$ cat src/rtl/plic_gateway_array.sv
// PLIC gateway array: turns raw async device interrupt lines into per-source
// pending (ip) and lock (in_flight) bits for the fan-in comparator.

module plic_gateway_src #(
   parameter int   SYNC_STAGES = 2,
   parameter bit   IS_EDGE     = 1'b0,
   parameter int   EDGE_CNT_W  = 2
) (
   input  logic clock,
   input  logic reset,
   input  logic irq,
   input  logic claim_sel,
   input  logic complete_sel,
   output logic ip,
   output logic in_flight,
   output logic drop
);
   logic [SYNC_STAGES-1:0] sync_q;
   logic                   s;
   logic                   fire;
   logic                   claim_hit;
   logic                   comp_hit;

   assign s         = sync_q[SYNC_STAGES-1];
   assign claim_hit = claim_sel & ip;
   assign comp_hit  = complete_sel & in_flight;

   always_ff @(posedge clock or negedge reset) begin
      if (!reset) sync_q <= '0;
      else        sync_q <= {sync_q[SYNC_STAGES-2:0], irq};
   end

   generate
      if (IS_EDGE) begin : g_edge
         localparam logic [EDGE_CNT_W-1:0] CNT_MAX = {EDGE_CNT_W{1'b1}};
         logic                  s_d;
         logic                  rise;
         logic [EDGE_CNT_W-1:0] cnt;

         assign rise = s & ~s_d;
         assign fire = (cnt != '0) & ~in_flight;
         // A saturated counter absorbs the edge only if a fire frees a slot.
         assign drop = rise & (cnt == CNT_MAX) & ~fire;

         always_ff @(posedge clock or negedge reset) begin
            if (!reset) begin
               s_d <= 1'b0;
               cnt <= '0;
            end else begin
               s_d <= s;
               if (rise && !fire && !drop) cnt <= cnt + 1'b1;
               else if (fire && !rise)     cnt <= cnt - 1'b1;
            end
         end
      end else begin : g_level
         assign fire = s & ~in_flight;
         assign drop = 1'b0;
      end
   endgenerate

   // fire needs ~in_flight while claim/complete hits need ip/in_flight set,
   // so fire never competes with a clear.
   always_ff @(posedge clock or negedge reset) begin
      if (!reset) begin
         ip        <= 1'b0;
         in_flight <= 1'b0;
      end else begin
         if (fire)                       ip <= 1'b1;
         else if (claim_hit || comp_hit) ip <= 1'b0;
         if (fire)          in_flight <= 1'b1;
         else if (comp_hit) in_flight <= 1'b0;
      end
   end
endmodule

module plic_gateway_array #(
   parameter int              NSRC        = 8,
   parameter int              SYNC_STAGES = 2,
   parameter logic [NSRC-1:0] EDGE_MASK   = {NSRC{1'b0}},
   parameter int              EDGE_CNT_W  = 2,
   parameter int              IDW         = $clog2(NSRC+1)
) (
   input  logic            clock,
   input  logic            reset,
   input  logic [NSRC-1:0] irq_in,
   input  logic            claim_valid,
   input  logic [IDW-1:0]  claim_id,
   input  logic            complete_valid,
   input  logic [IDW-1:0]  complete_id,
   output logic [NSRC-1:0] ip,
   output logic [NSRC-1:0] in_flight,
   output logic            edge_drop
);
   logic [NSRC-1:0] claim_sel;
   logic [NSRC-1:0] complete_sel;
   logic [NSRC-1:0] drop_v;

   // ID 0 and IDs above NSRC match no source and fall through harmlessly.
   for (genvar i = 0; i < NSRC; i++) begin : g_src
      assign claim_sel[i]    = claim_valid    && (claim_id    == IDW'(i+1));
      assign complete_sel[i] = complete_valid && (complete_id == IDW'(i+1));

      plic_gateway_src #(
         .SYNC_STAGES (SYNC_STAGES),
         .IS_EDGE     (EDGE_MASK[i]),
         .EDGE_CNT_W  (EDGE_CNT_W)
      ) u_src (
         .clock        (clock),
         .reset        (reset),
         .irq          (irq_in[i]),
         .claim_sel    (claim_sel[i]),
         .complete_sel (complete_sel[i]),
         .ip           (ip[i]),
         .in_flight    (in_flight[i]),
         .drop         (drop_v[i])
      );
   end

   always_ff @(posedge clock or negedge reset) begin
      if (!reset) edge_drop <= 1'b0;
      else        edge_drop <= |drop_v;
   end
endmodule

$ cat config.mk
export PLATFORM = sky130hd
export DESIGN_NAME = plic_gateway_array
export DESIGN_NICKNAME = d
export VERILOG_FILES = /design/src/rtl/plic_gateway_array.sv
export SDC_FILE = /design/constraint.sdc
export NUM_CORES = 1
export LEC_CHECK = 0
export CAP_MARGIN = 20
export CORE_AREA = 8 8 56 76
export DETAILED_ROUTE_END_ITERATION = 8
export DIE_AREA = 0 0 64 84
export GPL_ROUTABILITY_DRIVEN = 0
export GPL_TIMING_DRIVEN = 0
export PLACE_DENSITY_LB_ADDON = 0.2
export SKIP_CTS_REPAIR_TIMING = 1
export SLEW_MARGIN = 20
export SYNTH_ARGS = -nofsm -noshare
export SYNTH_HDL_FRONTEND = slang
export SYNTH_HIERARCHICAL = 1
export SYNTH_SLANG_ARGS = --single-unit
$ cat constraint.sdc
create_clock -name clock -period 0.9 [get_ports clock]
set_clock_uncertainty 0.1 [all_clocks]
set_input_delay 0.18 -clock clock [delete_from_list [all_inputs] [get_ports clock]]
set_output_delay 0.18 -clock clock [all_outputs]
set_load 0.02 [all_outputs]
# Word-level counts from Yosys, hierarchy flattened
# Cells that the tools add are included.
# totals
out_inout_bits	17
word_cells	144
inputBits	20
regBits	32
# classes
n_bitwise	32
n_reduce_logical	40
mux	32
n_eq_ne	16
# ops
op	n
$eq 4x3->1 const B	8
$mux 1	32
$reduce_bool 2->1	16
$and 1x1->1	24
$eq 4x2->1 const B	4
$logic_and 1x1->1	16
$eq 4x1->1 const B	2
$eq 4x4->1 const B	2
$logic_or 1x1->1	8
$not 1->1	8

# Depth between registers and ports, before layout
# Gate-level depths: netlist of the first run.
# depth
depth_word	6
ltp_mapped	5
depth_no_buf	5

# By module
# Netlist of the first run, hierarchy kept.
# by_module_without_submodules
mod	seq_area_each_um2	n_inst	area_per_inst_um2	cells_per_inst
plic_gateway_src	100.1	8	152.6	12
plic_gateway_array	25.0	1	190.2	31

# Worst setup path before layout of the first run
# No wires, ideal clock.
# synth_path
path_kind	in2reg
from	input port claim_id[1]
to	register g_src[7].u_src.ip
t_required_ns	0.663
path_buffers	0
setup_slack_ns	-0.422
setup_time_ns	0.137
t_arrival_ns	1.085
cell_stages	5
cell_sequence	or3b_1 nor3b_2 inv_1 a21oi_2 o32ai_2
# synth_between
elab_chain_cells	5
# synth_lines
item	line	text
start, declared	87	input logic [IDW-1:0] claim_id,
$eq 4x4->1	100	assign claim_sel[i] = claim_valid && (claim_id == IDW'(i+1));
$logic_and 1x1->1	100	
via claim_sel[7]	94	logic [NSRC-1:0] claim_sel;
$and 1x1->1	25	assign claim_hit = claim_sel & ip;
$logic_or 1x1->1	69	else if (claim_hit || comp_hit) ip <= 1'b0;
$reduce_bool 2->1 (no line)	n/a	
end signal, assigned	65	ip <= 1'b0;
end signal, assigned	68	if (fire) ip <= 1'b1;
end signal, assigned	69	
end, declared	14	output logic ip,
# The timed path passes the listed nets, and every way through them passes these cells.
# A chain may end at the register's enable or synchronous reset.

# Worst setup path in the final report of the first run
# layout_path
from	input port claim_id[2]
to	register g_src[7].u_src.ip
# The elaborated chain is that of the path after synthesis.

==> metrics.yaml, run 1 <==
synth-seq-cells: 33
setup_ws_ns: -0.2998
synth_edf_count: 0
start_util_pct: 45.63
finalMaxSlewViolations: 0
powerDensity_nw_per_um2: 1842
rr_worst_depth: 4
viasPerCell: 4.909
ys.flop_type: "dfrtp_1"
grt_max_degree: 34
grt_usage_pct: 12.36
tightest_slew_ns: 0.7204
hold_viol: 33
ctsHtreeMaxLevel: 2
r2r_end: "g_src[7].u_src/in_flight"
drc_errors: 0
ys_seq_area_share_pct: 58.51
cp-startpoint: "claim_id[2]"
cts_tree: "built"
die_x_um: 64
drive_gt1_share_pct: 53.93
numCtsBuffers: 5
outcome: "complete, but fails checks"
yosys.area.top_type_share_pct: 58.51
portBuffers: 36
num_vias: 1129
yosysWarnings: 6
maxCapViolCount: 0
grt_pass1_wl_um: 5195
grt-ovfl-total: 0
clock_path_buffers: 2
min_path_type: "input port to asynchronous set/reset pin"
antenna_found_initial: 0
r2r_slack_ns: -0.12
period_share_pct: 133.3
synth_cell_types: 16
critPathRequiredTime_ns: 0.95
wl_um: 3413
setup_viol: 26
start_kind: "input port"
synth_area_per_cell_sq_um: 11.11
yosys.area.top_type: "dfrtp_1"
relSlewSlack_pct: 51.98
clockRootBuffer: "clkbuf_8"
arrival_ns: 1.25
path_class: "input port to flop"
syn-num-nets: 147
max_freq_mhz: 833.5
drt_iter0_drc: 17
peakVddDrop_mv: 1.153
period_minus_slack_ns: 1.200
pre_cts_slack_ns: -1.132
n_fill_cell: 215
num_rows: 24
syn2layout_area_growth_pct: 60.73
cts_sinks: 33
die_h_um: 84
violations: "negative hold slack, negative setup slack"
crit_path_end_kind: "flop"
grt_pass1_vias: 1107
boundaryPins: 37
yosysMostFrequentCell: "dfrtp_1"
dp_hpwl_um: 2381
dieArea_sq_um: 5376
async_reset_ff_share_pct: 100.0
syn_area_sq_um: 1411
synth_top_cells_by_count: "dfrtp_1 (33), nor2_1 (17), inv_1 (16)"
rsz0062_at_grt: "yes"
dr.pass1.iters: 4
core_area_sq_um: 3093
finalNetCount: 211
ant_nets: 0
wl_per_cell_um: 14.84
antenna_cells: 0
whs_ns: -0.1509
critPathMaxFanout: 5
clk_latency_ns: 0.28
reg2reg_from: "g_src[7].u_src/in_flight"
clk_pin_slew_ns: 0.06
p_leak_uw: 0.0009847
postSynthCellCount: 127
synth.area.top_cells: "dfrtp_1 (59%), o32ai_2 (9.2%), a21oi_2 (5.0%)"
## stage by stage
| step | total power (uW) | TNS (ns) | cells | util [%] | instance area [sq um] |
|---|---|---|---|---|---|
| detailed placement | 2795 | -18.26 | 202 | 61.69 | 1908 |
| global placement | 2754 | -51.79 | 202 | 61.85 | 1913 |
| finish | 4179 | -4.681 | 230 | 73.34 | 2268 |
| global route | 4399 | -5.500 | 230 | 73.34 | 2268 |
| floorplan | 2325 | -1.539 | 127 | - | 1504 |
| CTS | 3901 | -18.88 | 209 | 64.48 | 1994 |
## critical path: stages
cell and delay, ns:
buf_12 0.11, or3b_4 0.41, nor3b_4 0.23, inv_1 0.08
a21oi_2 0.16, o32ai_2 0.08
## flip-flops by register name (all words and copies together), names as in the netlist
name,count
edge_drop,1
g_src.u_src/sync_q,16
g_src.u_src/ip,8
g_src.u_src/in_flight,8
## cell families (layout without fill, tap and decap cells)
family	after synthesis	in the layout	share of synthesized area, %
compound gates	24	24	17.02
buf+inv	24	88	8.511
flops	33	33	58.51
other cells	8	8	2.128
simple gates	38	38	13.83
## cells in the final DEF, fill, tap and decap left out
cell / instances
buf_6: 27
clkbuf_8: 6
conb_1: 8
a21oi_4: 2
buf_12: 1
dlymetal6s2s_1: 2
nor3_4: 1
inv_2: 2
buf_2: 1
a21oi_2: 7
clkbuf_2: 3
nor4_4: 1
nor2_1: 6
nand2_1: 3
nor3b_4: 1
inv_1: 14
nor4_1: 2
nand2b_1: 1
dfrtp_1: 32
nor2_2: 3
nor2_4: 8
clkdlybuf4s50_1: 8
clkbuf_1: 1
dfrtp_2: 1
o32ai_2: 8
nor3_2: 3
or3b_4: 2
nand3_2: 1
buf_4: 22
nand2b_4: 2
nor3_1: 1
clkbuf_4: 1
nand3b_1: 3
a21oi_1: 7
## worst max-delay path by stage
stage | to | slack, ns | cells past startpoint
CTS | g_src[7].u_src/ip | -0.84 | 6
floorplan | g_src[7].u_src/ip | -0.37 | 5
global route | g_src[7].u_src/ip | -0.32 | 6
detailed placement | g_src[7].u_src/ip | -1.13 | 6
finish | g_src[7].u_src/ip | -0.30 | 6
global placement | g_src[6].u_src/ip | -1.15 | 1
## power breakdown
group	switching [uW]	total (uW)	internal (uW)	leakage, uW
sequential	155	1800	1650	0.000362
combinational	540	1280	738	0.000578
clock	491	1100	606	0.0000443
## metal layers
metal,track usage (%),vias to the layer above,part of all wire (%),routed length [um]
met3,6.586,6,7.8,267
met5,0,-,0,0
met4,5.703,0,1.5,51
met1,12.39,556,38,1306
met2,20.35,39,52,1788
li1,-,528,-,-
## layout make-up
| type | count | area [sq um] | share of cell area, % |
|---|---|---|---|
| buffer | 8 | 60.06 | 2.648 |
| clock buffer | 7 | 86.33 | 3.806 |
| inverter | 16 | 60.06 | 2.648 |
| multi-input combinational | 70 | 624.3 | 27.52 |
| sequential | 33 | 827.0 | 36.46 |
| tap | 39 | 48.80 | 2.151 |
| timing repair buffer | 57 | 561.8 | 24.77 |
Power figures use the tool's default switching activity.
==> run 2, diff against run 1 <==
--- a/config.mk
+++ b/config.mk
@@ -6,9 +6,9 @@
 export NUM_CORES = 1
 export LEC_CHECK = 0
 export CAP_MARGIN = 20
-export CORE_AREA = 8 8 56 76
+export CORE_AREA = 2 2 50 70
 export DETAILED_ROUTE_END_ITERATION = 8
-export DIE_AREA = 0 0 64 84
+export DIE_AREA = 0 0 52 72
 export GPL_ROUTABILITY_DRIVEN = 0
 export GPL_TIMING_DRIVEN = 0
 export PLACE_DENSITY_LB_ADDON = 0.2
==> run 2 against run 1 <==
Against the previous run: the run still ends with negative hold slack, negative setup slack left; die area decreased by 30%; clock power about the same; sequential power about the same; global-route usage increased by 6.0 points; power decreased by 3.8%; count of clock-buffer cells in the layout decreased by 1; hold slack got worse by 0.0027 ns; register-to-register slack improved by 0.02 ns; combinational power decreased by 10%; highest routed layer unchanged.
==> metrics.yaml, run 2 (synthesis gave the netlist of run 1 again) <==
power_frac_clock_pct: 26.5  # +0.3 points
die_x_um: 52  # -19%
finalMaxSlewViolations: 0  # unchanged
antenna_cells: 0  # unchanged
drc_errors: 0  # unchanged
reg_top3: "g_src.u_src/sync_q x16, g_src.u_src/in_flight x8, g_src.u_src/ip x8"
setup_viol: 24  # -7.7%
antenna_found_initial: 0  # unchanged
cpMaxStageDelayCell: "or3b_4"
cp_slowest_stage_delay_ns: 0.41  # about the same
final_cell_mix: "dfrtp_1 (32), buf_4 (25), buf_6 (24), inv_1 (14), a21oi_2 (9)"
layout_commonest_cell: "dfrtp_1"
power_switching_uw: 1184  # -0.20%
dpl.cell_count: 202  # unchanged
tns_ns: -4.621  # +0.06040 ns
max_freq_mhz: 854.0  # +2.5%
dp_hpwl_um: 2059  # -14%
die_h_um: 72  # -14%
arrival_ns: 1.23  # -0.02 ns
portBuffers: 36  # unchanged
ant_nets: 0  # unchanged
p_leak_uw: 0.0009893  # +0.47%
maxCapViolCount: 0  # unchanged
largest-register: "g_src.u_src/sync_q"
p_total_uw: 4019  # -3.8%
path_class: "input port to flop"
powerDensity_nw_per_um2: 1777  # -3.5%
largest_reg_flops: 16  # unchanged
relSlewSlack_pct: 51.55  # -0.43 points
boundaryPins: 37  # unchanged
placed_area_sq_um: 1908  # unchanged
cts_tree: "built"
swShare_pct: 29.46  # +1.1 points
clockRootBuffer: "clkbuf_8"
core_area_sq_um: 3093  # unchanged
num_rows: 24  # unchanged
start_util_pct: 45.63  # unchanged
outcome: "complete, but fails checks"
syn2layout_area_growth_pct: 60.20
clk_pin_slew_ns: 0.07  # about the same
start_kind: "input port"
path_cells: "buf_12, or3b_4, nor3b_4, inv_1, a21oi_2, o32ai_2"
seq_power_share_pct: 44.9  # +1.7 points
tightest_slew_ns: 0.7267  # +0.006385 ns
grt-ovfl-total: 0  # unchanged
wl_per_cell_um: 13.68  # -7.8%
rsz0062_at_grt: "yes"
finalNetCount: 211  # unchanged
clk_latency_ns: 0.29  # about the same
n_fill_cell: 223  # +3.7%
whs_ns: -0.1536  # -0.002668 ns
min_path_type: "input port to asynchronous set/reset pin"
wl_um: 3159  # -7.4%
clock_path_buffers: 2  # unchanged
dieArea_sq_um: 3744  # -30%
drt_iter0_drc: 14  # -3
period_minus_slack_ns: 1.171  # -0.02890 ns
setup_ws_ns: -0.2709  # +0.02890 ns
drive_gt1_share_pct: 55.21  # +1.3 points
fin_area_sq_um: 2261  # -0.33%
critical-path-top-delay-family: "simple AND/OR/NAND/NOR gates"
ctsHtreeMaxLevel: 2  # unchanged
viasPerCell: 4.818  # -1.8%
num_vias: 1113  # -1.4%
peakVddDrop_mv: 1.434  # +24%
grt_pass1_wl_um: 4892  # -5.8%
grt_usage_pct: 18.37  # +6.0 points
cp_num_buf_inv: 2  # unchanged
dr.pass1.iters: 4  # unchanged
hold_viol: 33  # unchanged
period_share_pct: 130.1  # -3.2 points
intPower_uw: 2835  # -5.3%
critPathMaxFanout: 2  # -3
violations: "negative hold slack, negative setup slack"
grt_max_degree: 34  # unchanged
grt_pass1_vias: 1057  # -4.5%
final_cells: 231  # +0.43%
pre_cts_slack_ns: -1.106  # +0.02625 ns
cts_sinks: 33  # unchanged
critPathRequiredTime_ns: 0.96  # about the same
combPwrFrac_pct: 28.6  # -2.0 points
numCtsBuffers: 5  # unchanged
crit_path_end_kind: "flop"
-- run 2: stage by stage --
step,hold WS [ns],util [%]
floorplan,-0.2156,-
global placement,0.2342,61.85
detailed placement,0.1826,61.69
CTS,-0.1236,64.36
global route,-0.08969,73.10
finish,-0.1536,73.10
-- run 2: layout make-up --
cell class | count | area (sq um) | area share [%]
Buffer | 8 | 60.06 | 2.656
Clock buffer | 6 | 72.57 | 3.210
Clock inverter | 2 | 10.01 | 0.4427
Inverter | 16 | 60.06 | 2.656
Multi-Input combinational cell | 70 | 619.3 | 27.39
Sequential cell | 33 | 827.0 | 36.58
Tap cell | 39 | 48.80 | 2.158
Timing Repair Buffer | 57 | 563.0 | 24.90
-- run 2: final timing paths --
check / startpoint / endpoint / slack (ns) / cells after the start
worst max-delay path: claim_id[2] / g_src[7].u_src/ip / -0.27 / 6
worst min-delay path: reset / g_src[1].u_src/ip / -0.15 / 1
worst max register to register: g_src[5].u_src/ip / g_src[5].u_src/ip / -0.10 / 3
worst min register to register: g_src[6].u_src/sync_q[0] / g_src[6].u_src/sync_q[1] / 0.25 / 0
max in group asynchronous: reset / g_src[6].u_src/ip / 0.35 / 1
min in group clock: claim_id[3] / g_src[3].u_src/ip / 0.17 / 3
-- run 2: layer usage --
layer,vias up,part of all wire (%),track usage [%]
met2,32,52,28.13
met5,-,0,0
met1,539,38,20.69
met3,8,6.5,7.819
met4,0,3.1,11.70
li1,534,-,-
-- run 2: worst register-to-register path: cells and delay by family (launching register included) --
family	cells	cell delay [ns]
AO/OA/AOI/OAI	2	0.22
buffers and inverters	1	0.15
flip-flops	1	0.41
-- run 2: power groups by stage --
stage / combinational, uW / sequential (uW) / clock, uW
floorplan: 370 / 1960 / 0
global placement: 939 / 1800 / 0
detailed placement: 963 / 1820 / 0
CTS: 966 / 1790 / 1090
global route: 1230 / 1820 / 1170
finish: 1150 / 1800 / 1070
==> run 3, diff against run 2 <==
--- a/config.mk
+++ b/config.mk
@@ -6,9 +6,9 @@
 export NUM_CORES = 1
 export LEC_CHECK = 0
 export CAP_MARGIN = 20
-export CORE_AREA = 2 2 50 70
+export CORE_AREA = 2 2 58 60
 export DETAILED_ROUTE_END_ITERATION = 8
-export DIE_AREA = 0 0 52 72
+export DIE_AREA = 0 0 60 62
 export GPL_ROUTABILITY_DRIVEN = 0
 export GPL_TIMING_DRIVEN = 0
 export PLACE_DENSITY_LB_ADDON = 0.2
@@ -18,3 +18,4 @@
 export SYNTH_HDL_FRONTEND = slang
 export SYNTH_HIERARCHICAL = 1
 export SYNTH_SLANG_ARGS = --single-unit
+export TNS_END_PERCENT = 50
==> run 3 against run 2 <==
Against the previous run: core utilization is 6.4 points lower; the flow still finishes with violations (negative hold slack, negative setup slack); sequential share of layout area is 2.4 points higher; first-iteration DRC count grew 140%; final area fell by 6.2%; clock power shrank 22%; combinational power about the same; wire length is 5.3% lower; count of clock-buffer cells in the layout increased by 1; largest cell class unchanged; register-to-register slack worse by 0.04 ns; non-clock buffer count shrank 5; hold slack worse by 0.057 ns.
==> metrics.yaml, run 3 (synthesis gave the netlist of run 1 again) <==
critPathRequiredTime_ns: 0.62  # -0.34 ns
critical-path-top-delay-family: "flip-flops"
die_h_um: 62  # -14%
cpMaxStageDelayCell: "dfrtp_1"
reg_top3: "g_src.u_src/sync_q x16, g_src.u_src/in_flight x8, g_src.u_src/ip x8"
grt_usage_pct: 16.62  # -1.8 points
tightest_slew_ns: 0.7218  # -0.004901 ns
crit_path_end_kind: "output pin"
relSlewSlack_pct: 51.88  # +0.33 points
ctsHtreeMaxLevel: 2  # unchanged
wl_um: 2991  # -5.3%
final_cell_mix: "dfrtp_1 (33), buf_4 (24), inv_1 (16), buf_6 (16), nor2_1 (10)"
r2r_slack_ns: -0.14  # -0.04 ns
antenna_cells: 0  # unchanged
rr_worst_depth: 3  # unchanged
finalCoreUtilization_pct: 66.71  # -6.4 points
min_path_type: "input port to asynchronous set/reset pin"
clk_pin_slew_ns: 0.10  # +0.03 ns
antenna_found_initial: 0  # unchanged
max_freq_mhz: 834.6  # -2.3%
dpl.cell_count: 209  # +3.5%
layout_commonest_cell: "dfrtp_1"
numCtsBuffers: 5  # unchanged
wl_per_cell_um: 12.89  # -5.7%
hold_viol: 33  # unchanged
p_leak_uw: 0.0009700  # -1.9%
powerDensity_nw_per_um2: 1778  # about the same
critPathMaxFanout: 4  # +2
ant_nets: 0  # unchanged
setup_viol: 26  # +8.3%
r2r_end: "g_src[7].u_src/ip"
syn2layout_area_growth_pct: 50.27
start_util_pct: 44.39  # -1.2 points
num_rows: 21  # -13%
drive_gt1_share_pct: 44.62  # -11 points
cp_slowest_stage_delay_ns: 0.44  # +0.03 ns
cts_tree: "built"
outcome: "complete, but fails checks"
violations: "negative hold slack, negative setup slack"
p_total_uw: 3770  # -6.2%
path_cells: "buf_6"
final_cells: 232  # +0.43%
path_class: "flop to output pin"
grt_pass1_vias: 952  # -9.9%
rsz0062_at_grt: "yes"
largest_reg_flops: 16  # unchanged
setup_ws_ns: -0.2982  # -0.02727 ns
grt-ovfl-total: 0  # unchanged
cp_num_buf_inv: 1  # -1
grt_max_degree: 34  # unchanged
reg2reg_from: "g_src[7].u_src/ip"
clk_latency_ns: 0.32  # +0.03 ns
clockRootBuffer: "clkbuf_4"
dieArea_sq_um: 3720  # -0.64%
grt_pass1_wl_um: 4333  # -11%
dr.pass1.iters: 4  # unchanged
maxCapViolCount: 0  # unchanged
boundaryPins: 37  # unchanged
portBuffers: 36  # unchanged
clock_path_buffers: 2  # unchanged
finalNetCount: 206  # -2.4%
viasPerCell: 4.586  # -4.8%
peakVddDrop_mv: 0.9437  # -34%
core_area_sq_um: 3179  # +2.8%
cts_sinks: 33  # unchanged
pre_cts_slack_ns: -1.039  # +0.06712 ns
dp_hpwl_um: 2029  # -1.5%
finalMaxSlewViolations: 0  # unchanged
num_vias: 1064  # -4.4%
die_x_um: 60  # +15%
drt_iter0_drc: 34  # +20
arrival_ns: 0.92  # -0.31 ns
period_share_pct: 133.1  # +3.0 points
whs_ns: -0.2104  # -0.05687 ns
start_kind: "flop"
period_minus_slack_ns: 1.198  # +0.02727 ns
drc_errors: 0  # unchanged
largest-register: "g_src.u_src/sync_q"
-- run 3: cell types whose count changed in the layout (fill, tap and decap cells not counted), sizes merged --
cell,change
clkinv,-2
clkbuf,-1
dlymetal6s2s,+6
buf,-9
-- run 3: where the power goes --
part           internal (uW)  switching, uW
Clock                    369            462
Combinational            648            491
Sequential              1640            158
Total                   2660           1110
-- run 3: worst max-delay path by stage --
stage | from | endpoint | slack (ns) | cells past startpoint
final | g_src[7].u_src/in_flight | in_flight[7] | -0.30 | 1
after global routing | g_src[6].u_src/in_flight | in_flight[6] | -0.35 | 1
after CTS | g_src[6].u_src/in_flight | in_flight[6] | -0.81 | 1
after detailed placement | claim_id[2] | g_src[0].u_src/ip | -1.04 | 6
after global placement | reset | edge_drop | -1.03 | 1
after floorplan | claim_id[1] | g_src[7].u_src/ip | -0.37 | 5
-- run 3: layout make-up --
| cell class | count | area (sq um) |
|---|---|---|
| timing repair buffer | 52 | 500.5 |
| buffer | 8 | 60.06 |
| tap | 46 | 57.56 |
| clock buffer | 7 | 55.05 |
| inverter | 16 | 60.06 |
| fill | 258 | 1059 |
| sequential | 33 | 825.8 |
| multi-input combinational | 70 | 561.8 |
-- run 3: metal layers --
layer  vias to the layer above  track usage (%)  routed length [um]
li1                        520                -                   -
met1                       514            17.84                1194
met2                        25            28.73                1604
met3                         5            6.832                 147
met4                         0            7.619                  44
met5                         -                0                   0
-- run 3: metrics by stage --
step | setup TNS (ns) | instance area [sq um]
after floorplan | -1.724 | 1473
after global placement | -51.51 | 1891
after detailed placement | -18.22 | 1886
after CTS | -19.07 | 1941
after global routing | -6.875 | 2121
final | -5.583 | 2121
